## config.mk

```make
export PLATFORM = sky130hd
export DESIGN_NAME = serial_adder_flat
export DESIGN_NICKNAME = d
export VERILOG_FILES = /design/src/rtl/serial_adder_if.sv /design/src/rtl/serial_adder.sv /design/src/flat_wrapper.sv
export SDC_FILE = /design/constraint.sdc
export NUM_CORES = 1
export LEC_CHECK = 0
export BUFFER_PORTS_ARGS = -buffer_cell sky130_fd_sc_hd__buf_2
export CORE_ASPECT_RATIO = 0.8
export CORE_MARGIN = 2
export CORE_UTILIZATION = 53
export DETAILED_ROUTE_END_ITERATION = 12
export PLACE_DENSITY = 0.89
export SLEW_MARGIN = 20
export SYNTH_ARGS = -nofsm -noshare
export SYNTH_HDL_FRONTEND = slang
export SYNTH_SLANG_ARGS = --single-unit
```

## constraint.sdc

```tcl
create_clock -name clk -period 1.4 [get_ports clk]
set_input_delay 0.14 -clock clk [delete_from_list [all_inputs] [get_ports clk]]
set_output_delay 0.14 -clock clk [all_outputs]
set_load 0.02 [all_outputs]
```

## src/rtl/serial_adder_if.sv

```systemverilog
// Start/done handshake bundle for serial_adder.
// Optional macro: SERIAL_ADDER_OVF_EN adds the ovf result signal.
//   start_valid/start_ready/a/b/cin : operand handshake (master -> slave)
//   sum/cout/done_valid/done_ready  : result handshake (slave -> master)
//   busy                            : slave is in RUN or DONE
interface serial_adder_if #(
    parameter int unsigned N = 8
);
    logic         start_valid;
    logic         start_ready;
    logic [N-1:0] a;
    logic [N-1:0] b;
    logic         cin;
    logic [N-1:0] sum;
    logic         cout;
    logic         done_valid;
    logic         done_ready;
    logic         busy;
`ifdef SERIAL_ADDER_OVF_EN
    logic         ovf;

    modport master (
        output start_valid, a, b, cin, done_ready,
        input  start_ready, sum, cout, done_valid, busy, ovf
    );
    modport slave (
        input  start_valid, a, b, cin, done_ready,
        output start_ready, sum, cout, done_valid, busy, ovf
    );
`else
    modport master (
        output start_valid, a, b, cin, done_ready,
        input  start_ready, sum, cout, done_valid, busy
    );
    modport slave (
        input  start_valid, a, b, cin, done_ready,
        output start_ready, sum, cout, done_valid, busy
    );
`endif
endinterface

```

## src/rtl/serial_adder.sv

```systemverilog
// Bit-serial N-bit adder: one full-adder cell plus a carry flop, LSB first.
// Optional macro: SERIAL_ADDER_OVF_EN adds a two's-complement overflow flag.
// Ports:
//   clk   : rising-edge clock
//   rst_n : asynchronous active-low reset
//   bus   : serial_adder_if.slave (operand handshake in, result handshake out)
module serial_adder #(
    parameter int unsigned N = 8
) (
    input  logic            clk,
    input  logic            rst_n,
    serial_adder_if.slave   bus
);
    localparam int unsigned CW = (N > 1) ? $clog2(N) : 1;

    typedef enum logic [1:0] {
        IDLE = 2'd0,
        RUN  = 2'd1,
        DONE = 2'd2
    } state_t;

    state_t        state, state_d;
    logic [N-1:0]  a_sr, a_sr_d;
    logic [N-1:0]  b_sr, b_sr_d;
    logic          carry, carry_d;
    logic [CW-1:0] cnt, cnt_d;
    logic [N-1:0]  sum_q, sum_d;
    logic          cout_q, cout_d;
    logic          start_ready_q, start_ready_d;
    logic          done_valid_q, done_valid_d;
    logic          busy_q, busy_d;
    logic          s_bit;
    logic          c_next;
`ifdef SERIAL_ADDER_OVF_EN
    logic          ovf_q, ovf_d;
`endif

    // State and datapath registers
    always_ff @(posedge clk or negedge rst_n) begin
        if (!rst_n) begin
            state         <= IDLE;
            a_sr          <= '0;
            b_sr          <= '0;
            carry         <= 1'b0;
            cnt           <= '0;
            sum_q         <= '0;
            cout_q        <= 1'b0;
            start_ready_q <= 1'b1;
            done_valid_q  <= 1'b0;
            busy_q        <= 1'b0;
`ifdef SERIAL_ADDER_OVF_EN
            ovf_q         <= 1'b0;
`endif
        end else begin
            state         <= state_d;
            a_sr          <= a_sr_d;
            b_sr          <= b_sr_d;
            carry         <= carry_d;
            cnt           <= cnt_d;
            sum_q         <= sum_d;
            cout_q        <= cout_d;
            start_ready_q <= start_ready_d;
            done_valid_q  <= done_valid_d;
            busy_q        <= busy_d;
`ifdef SERIAL_ADDER_OVF_EN
            ovf_q         <= ovf_d;
`endif
        end
    end

    // Next-state, full-adder cell and next output values
    always_comb begin
        state_d = state;
        a_sr_d  = a_sr;
        b_sr_d  = b_sr;
        carry_d = carry;
        cnt_d   = cnt;
        sum_d   = sum_q;
        cout_d  = cout_q;
`ifdef SERIAL_ADDER_OVF_EN
        ovf_d   = ovf_q;
`endif
        s_bit   = a_sr[0] ^ b_sr[0] ^ carry;
        c_next  = (a_sr[0] & b_sr[0]) | (a_sr[0] & carry) | (b_sr[0] & carry);

        case (state)
            IDLE: begin
                if (bus.start_valid) begin
                    a_sr_d  = bus.a;
                    b_sr_d  = bus.b;
                    carry_d = bus.cin;
                    cnt_d   = '0;
                    sum_d   = '0;
                    cout_d  = 1'b0;
`ifdef SERIAL_ADDER_OVF_EN
                    ovf_d   = 1'b0;
`endif
                    state_d = RUN;
                end
            end
            RUN: begin
                carry_d = c_next;
                sum_d   = {s_bit, sum_q[N-1:1]};
                a_sr_d  = {1'b0, a_sr[N-1:1]};
                b_sr_d  = {1'b0, b_sr[N-1:1]};
                cnt_d   = cnt + CW'(1);
                if (cnt == CW'(N - 1)) begin
                    cout_d  = c_next;
`ifdef SERIAL_ADDER_OVF_EN
                    // carry register holds the carry into the MSB on this cycle
                    ovf_d   = carry ^ c_next;
`endif
                    state_d = DONE;
                end
            end
            DONE: begin
                if (bus.done_ready) begin
                    state_d = IDLE;
                end
            end
            default: state_d = IDLE;
        endcase

        // Handshake flags are registered copies of the next-state decode
        start_ready_d = (state_d == IDLE);
        done_valid_d  = (state_d == DONE);
        busy_d        = (state_d != IDLE);
    end

    assign bus.start_ready = start_ready_q;
    assign bus.done_valid  = done_valid_q;
    assign bus.busy        = busy_q;
    assign bus.sum         = sum_q;
    assign bus.cout        = cout_q;
`ifdef SERIAL_ADDER_OVF_EN
    assign bus.ovf         = ovf_q;
`endif
endmodule

```

## src/flat_wrapper.sv

```systemverilog
// flat-port wrapper written by rule: the top's interface ports become plain ports
module serial_adder_flat 
#(
    parameter int unsigned N = 8
)
  (clk, rst_n, bus_start_valid, bus_a, bus_b, bus_cin, bus_done_ready, bus_start_ready, bus_sum, bus_cout, bus_done_valid, bus_busy);
  serial_adder_if #(.N(N)) bus_i ();
  input  logic clk;
  input  logic rst_n;
  input wire logic [$bits(bus_i.start_valid)-1:0] bus_start_valid;
  input wire logic [$bits(bus_i.a)-1:0] bus_a;
  input wire logic [$bits(bus_i.b)-1:0] bus_b;
  input wire logic [$bits(bus_i.cin)-1:0] bus_cin;
  input wire logic [$bits(bus_i.done_ready)-1:0] bus_done_ready;
  output wire logic [$bits(bus_i.start_ready)-1:0] bus_start_ready;
  output wire logic [$bits(bus_i.sum)-1:0] bus_sum;
  output wire logic [$bits(bus_i.cout)-1:0] bus_cout;
  output wire logic [$bits(bus_i.done_valid)-1:0] bus_done_valid;
  output wire logic [$bits(bus_i.busy)-1:0] bus_busy;
  assign bus_i.start_valid = bus_start_valid;
  assign bus_i.a = bus_a;
  assign bus_i.b = bus_b;
  assign bus_i.cin = bus_cin;
  assign bus_i.done_ready = bus_done_ready;
  assign bus_start_ready = bus_i.start_ready;
  assign bus_sum = bus_i.sum;
  assign bus_cout = bus_i.cout;
  assign bus_done_valid = bus_i.done_valid;
  assign bus_busy = bus_i.busy;
  serial_adder #(.N(N)) u_core (.clk(clk), .rst_n(rst_n), .bus(bus_i));
endmodule
```

Word level (Yosys, flattened, before mapping)
Index checks and enable logic that the tools add are counted.
{ "word_totals": {"reg_bits": 34, "latch_bits": 0, "mem_bits_rw": 0, "rom_bits": 0, "input_bits": 21, "output_inout_bits": 12, "word_cells": 47, "mem_count": 0} }
{ "classes": {"add_sub_neg": 1, "multipliers": 0, "div_mod_pow": 0, "magnitude_cmp": 0, "n_eq_ne": 6, "shift": 0, "n_mux": 17, "bitwise_logic": 7, "n_reduce_logical": 6} }
{ "ops": {"columns": ["operator", "n"], "rows": [
  ["8-bit one-hot mux with 2 select lines", 3],
  ["8-bit 2-to-1 mux", 3],
  ["2-bit 2-to-1 mux", 3],
  ["2-bit one-hot mux with 3 select lines", 1],
  ["3-bit one-hot mux with 2 select lines", 1],
  ["2-bit == test, second input constant", 2],
  ["2-bit zero test", 2],
  ["1-bit one-hot mux with 2 select lines", 2],
  ["2-bit nonzero test", 2],
  ["3-bit by 1-bit adder with 3-bit output, second input constant", 1],
  ["1-bit bitwise AND", 3],
  ["3-bit == test, second input constant", 1],
  ["1-bit 2-to-1 mux", 3],
  ["3-bit 2-to-1 mux", 1],
  ["3-bit AND reduction", 1],
  ["2-bit by 1-bit == test with 1-bit output, second input constant", 1],
  ["2-bit by 1-bit inequality test with 1-bit output, second input constant", 1],
  ["2-bit inequality test, second input constant", 1],
  ["1-bit OR", 2],
  ["2-bit AND reduction", 1],
  ["1-bit bitwise XOR", 2]
]} }

Longest topological paths before layout
{ "logic_depth": {"ltp_word": 5, "ltp_mapped": 6, "depth_no_buf": 4} }

Least setup slack after synthesis
OpenSTA, ideal clock, no wires.
{ "synth_path": {"path_type": "flip-flop to flip-flop", "start": "register u_core.state[1]", "end": "register u_core.a_sr[6]", "setup_time_ps": 126, "arrival_time_ps": 1080, "t_required_ps": 1274, "path_slack_ps": 194, "path_stages_with_launch": 7, "n_path_buf": 3, "period_less_slack_ps": 1206, "path_cell_list": "dfrtp_1 > buf_4 > nand2b_1 > buf_2 > buf_4 > o22ai_1 > nor2_1"} }
{ "synth_via": {"elab_chain_len": 3, "elab_cells_between_ends": 6, "cone_classes": "2 x eq/ne; 1 x mux; 3 x reduce/logical"} }
{ "synth_rtl": {"columns": ["element", "line", "text"], "rows": [
  ["start, declared", "serial_adder.sv:22", "state_t state, state_d;"],
  ["start signal, assigned", "serial_adder.sv:55", "state <= state_d;"],
  ["2-bit by 1-bit == test with 1-bit output / 2-bit zero test (equally long branches)", "serial_adder.sv:86", "case (state)"],
  ["2-bit nonzero test (no source line) / 2-bit inequality test (equally long branches)", null, null],
  ["2-bit AND reduction (no source line)", null, null],
  ["end signal, assigned", "serial_adder.sv:56", "a_sr <= a_sr_d;"],
  ["end, declared", "serial_adder.sv:23", "logic [N-1:0] a_sr, a_sr_d;"]
]} }
Parallel ways exist; a longest one is shown, timed or not.
A chain may end at the register's enable or synchronous reset.

Worst setup path after layout
{ "layout_path": {"start": "register u_core.state[1]", "end": "register u_core.carry"} }
{ "layout_via": {"elab_chain_len": 3, "elab_cells_between_ends": 6, "cone_classes": "2 x eq/ne; 1 x mux; 3 x reduce/logical"} }
{ "layout_rtl": {"columns": ["element", "line", "text"], "rows": [
  ["2-bit by 1-bit == test with 1-bit output / 2-bit zero test (equally long branches)", "serial_adder.sv:86", null],
  ["2-bit nonzero test (no source line) / 2-bit inequality test (equally long branches)", null, null],
  ["2-bit AND reduction (no source line)", null, null],
  ["end signal, assigned", "serial_adder.sv:58", "carry <= carry_d;"],
  ["end, declared", "serial_adder.sv:25", "logic carry, carry_d;"]
]} }
Parallel ways exist; a longest one is shown, timed or not.

==> impl_summary.txt <==
----------------------------------------------------
[Outcome]
  Result of the run ... complete, no violations

[Critical path]
  Critical path buffers and inverters ... 1
  Arrival time of data at the critical path endpoint ... 1.53 ns
  Endpoint type of the worst setup path ... flip-flop
  Largest stage delay on the critical path ... 0.44 ns
  Delay-heaviest family, CP ... flip-flops
  Data required time of the critical path ... 1.59 ns
  Worst path cell trace ... buf_4, nand2b_4, o32ai_1, a221oi_1
  Path length in cells of the critical path ... 4
  Slowest-stage cell, CP ... sky130_fd_sc_hd__dfrtp_1
  Sort of element at the start of the critical path ... flip-flop
  Kind of critical path ... reg -> reg
  Maximum fanout along the worst path ... 15
  Worst Reg-to-Reg Cells ... 4

[Detailed routing]
  Total detailed-routing wirelength ... 3.22 mm
  Routed length per instance ... 15.4 um
  Count of nets left with antenna violations after detail routing ... 0
  Total vias in the final route ... 1,241
  Count of unresolved DRC violations after routing ... 0
  First-pass iteration count of the detailed router ... 4
  Per-cell via count in the routed design ... 5.94
  DRC violation total after the first TritonRoute iteration ... 46

[Clock tree]
  CTS clock-pin slew for the worst setup and hold paths ... 0.10 ns
  CTS tree ... built
  H-tree levels ... 2
  Worst skew pair latency ... 0.33 ns
  CTS sink count ... 34
  Number of post-CTS setup repair buffers ... 0
  Number of buffers on the longest clock path ... 2
  Buffer cell driving the clock tree root ... sky130_fd_sc_hd__clkbuf_4
  Number of CTS-inserted buffers ... 5

[Placed design]
  HPWL after detailed placement ... 2.21 mm
  Cell area after placement ... 1710 um2
  Gpl congestion ... 0.787
  Number of buffers added on ports ... 32

[STA]
  Hold Fails Final Rpt ... 0
  Final critical-path required period ... 1.34 ns
  Minimum hold slack ... 0.0303 ns
  Count of endpoints failing setup in the final report ... 0
  Worst-Margin Slew ... 0.489 ns
  Fmax ... 0.748 GHz
  Slew margin rel. ... 67.3%
  Period utilisation layout ... 95.5%
  Setup repair after global routing missed its margin ... no
  Number of pins exceeding their max-slew limit in the final report ... 0
  Worst Skew ... 0.00378 ns
  Final setup TNS ... 0 ns

[Power]
  Post-route total power ... 3960 uW
  Sequential share of power ... 44.3%
  Power density over the cells ... 2220 nW/um2
  Cell internal pwr ... 2370 uW
  Worst vdd rail ir drop ... 0.000887 V
  Combinational share of power ... 41.5%
  Sw Share ... 40.3%
  Switch Pwr ... 1600 uW
  Clock share of power ... 14.2%
  Static Leakage ... 0.000842 uW

[Synthesis]
  Register bit count reported by yosys ... 34
  Post-Synthesis Cell Area ... 1500 um2
  Sequential fraction of the synthesis area ... 56.7%
  Net count after synthesis ... 158
  Average cell area after synthesis ... 11.2 um2
  Synth cell types ... 27
  Synthesized instance count ... 134
  Total of warnings raised by yosys ... 0

[Layout]
  Number of antenna diodes ... 0
  Utilization after layout ... 65.6%
  Fraction of final layout cells sized beyond drive strength 1 ... 30.4%
  Post-layout net count ... 194
  Commonest non-fill, non-tap cells in the layout ... sky130_fd_sc_hd__dfrtp_1, sky130_fd_sc_hd__buf_2, sky130_fd_sc_hd__o32ai_1, sky130_fd_sc_hd__nor2_1, sky130_fd_sc_hd__o22ai_1
  Most common cell after layout, fill and taps aside ... sky130_fd_sc_hd__dfrtp_1
  Area Growth Syn to Fin ... 18.7%
  Final non-filler cell area ... 1790 um2

[Floorplanning]
  Die height ... 51.6 um
  Core footprint ... 2720 um2
  Die W ... 63.6 um
  Die Outline Area ... 3280 um2
  Initial standard-cell utilization of the core ... 55.2%
  Ports ... 33
  Number of rows in the core area ... 17

[GRT]
  GRT Overall Usage ... 21.4%
  Grt ovf ... 0
  Global-route wire length before repair ... 5.32 mm
  Vias in the first global route ... 1,158
  Antenna violations before repair ... 0
  Pin count of the biggest net entering global routing ... 19

[Hold path]
  Hold Path Stages ... 3
  Worst min-delay path class ... in -> reg

[Job]
  Max-cap check violation count ... 0

----------------------------------------------------
[power groups by stage]
stage | Sequential [uW] | Combinational [uW] | Clock, uW
final | 1760 | 1650 | 563
after global routing | 1810 | 1800 | 619
after CTS | 1740 | 1650 | 575
after detailed placement | 1750 | 1630 | 0
after global placement | 1720 | 1550 | 0
after floorplan | 1870 | 1060 | 0
[stage by stage]
| step | setup WS, ns | cells |
|---|---|---|
| 2_1_floorplan | 0.194 | 134 |
| 3_3_place_gp | 0.0177 | 200 |
| 3_5_place_dp | -0.0469 | 200 |
| 4_1_cts | 0.0474 | 209 |
| 5_1_grt | 0.0263 | 209 |
| 6_report | 0.0633 | 209 |
[worst paths after layout]
check                                      from                     end  slack (ns)
worst max-delay path            u_core.state[1]            u_core.carry        0.06
worst max register to register  u_core.state[1]            u_core.carry        0.06
worst min-delay path                   bus_a[7]          u_core.a_sr[7]        0.03
worst min register to register    u_core.cnt[0]           u_core.cnt[0]        0.49
max in group asynchronous                 rst_n  u_core.bus.start_ready        0.63
min in group asynchronous                 rst_n           u_core.cnt[2]        0.26
[synth_stat cells (all sizes together)]
master / number / area share, %
fa: 1 / 1.3
a21o: 2 / 1.0
a21oi: 2 / 0.67
o22ai: 14 / 5.8
o32ai: 15 / 8.7
a221oi: 1 / 0.58
or2: 1 / 0.42
dfstp: 1 / 1.7
nand2: 5 / 1.2
buf: 9 / 3.9
clkbuf: 2 / 0.50
a22o: 9 / 5.2
o21bai: 1 / 0.50
nor2b: 2 / 0.83
nor3: 1 / 0.33
nand2b: 5 / 2.6
o21ai: 6 / 2.0
o211ai: 1 / 0.50
ha: 2 / 1.7
dfrtp: 33 / 55
nor2: 15 / 3.7
inv: 5 / 1.2
nand3b: 1 / 0.50
[worst register-to-register path, cell delays in order (launching register included)]
cell                       delay (ns)
sky130_fd_sc_hd__dfrtp_1         0.44
sky130_fd_sc_hd__buf_4           0.18
sky130_fd_sc_hd__nand2b_4        0.22
sky130_fd_sc_hd__o32ai_1         0.28
sky130_fd_sc_hd__a221oi_1        0.08
[logic make-up (layout without fill, tap and decap cells)]
logic type / count (synthesis) / after routing / share of synthesized area [%]
AOI/OAI and AO/OA: 51 / 51 / 25.0
DFF: 34 / 34 / 56.7
and+or+nand+nor: 30 / 30 / 9.65
buffers and inverters: 16 / 53 / 5.66
adders and majority gates: 3 / 3 / 2.99
[sequential cells by signal, indices dropped and copies added, names as in the netlist]
| signal | count |
|---|---|
| u_core.a_sr | 8 |
| u_core.b_sr | 8 |
| u_core.bus.sum | 8 |
| u_core.cnt | 3 |
| u_core.state | 2 |
| u_core.bus.busy | 1 |
| u_core.bus.cout | 1 |
| u_core.bus.done_valid | 1 |
| u_core.bus.start_ready | 1 |
| u_core.carry | 1 |
[repair_timing]
| item | 4_1_cts | 5_1_grt |
|---|---|---|
| endpoints found under the hold margin | 16 | 0 |
| hold buffers | 1 | 0 |
| endpoints found under the setup margin | 23 | 1 |
| resized for setup | 2 | 1 |
[layout make-up]
cell class,instances,area (um2)
fill,218,937
sequential,34,852
multi-input combinational,84,572
timing repair buffer,40,235
clock buffer,7,55.1
tap,38,47.5
inverter,5,18.8
clock inverter,1,5.00
[metal layers]
layer / global-route usage, % / up-vias / wire (um)
li1: - / 580 / -
met1: 28.3 / 615 / 1450
met2: 32.6 / 37 / 1560
met3: 4.98 / 9 / 147
met4: 12.7 / 0 / 67
met5: 0 / - / 0
No activity file was read; power rests on OpenSTA's default activity.
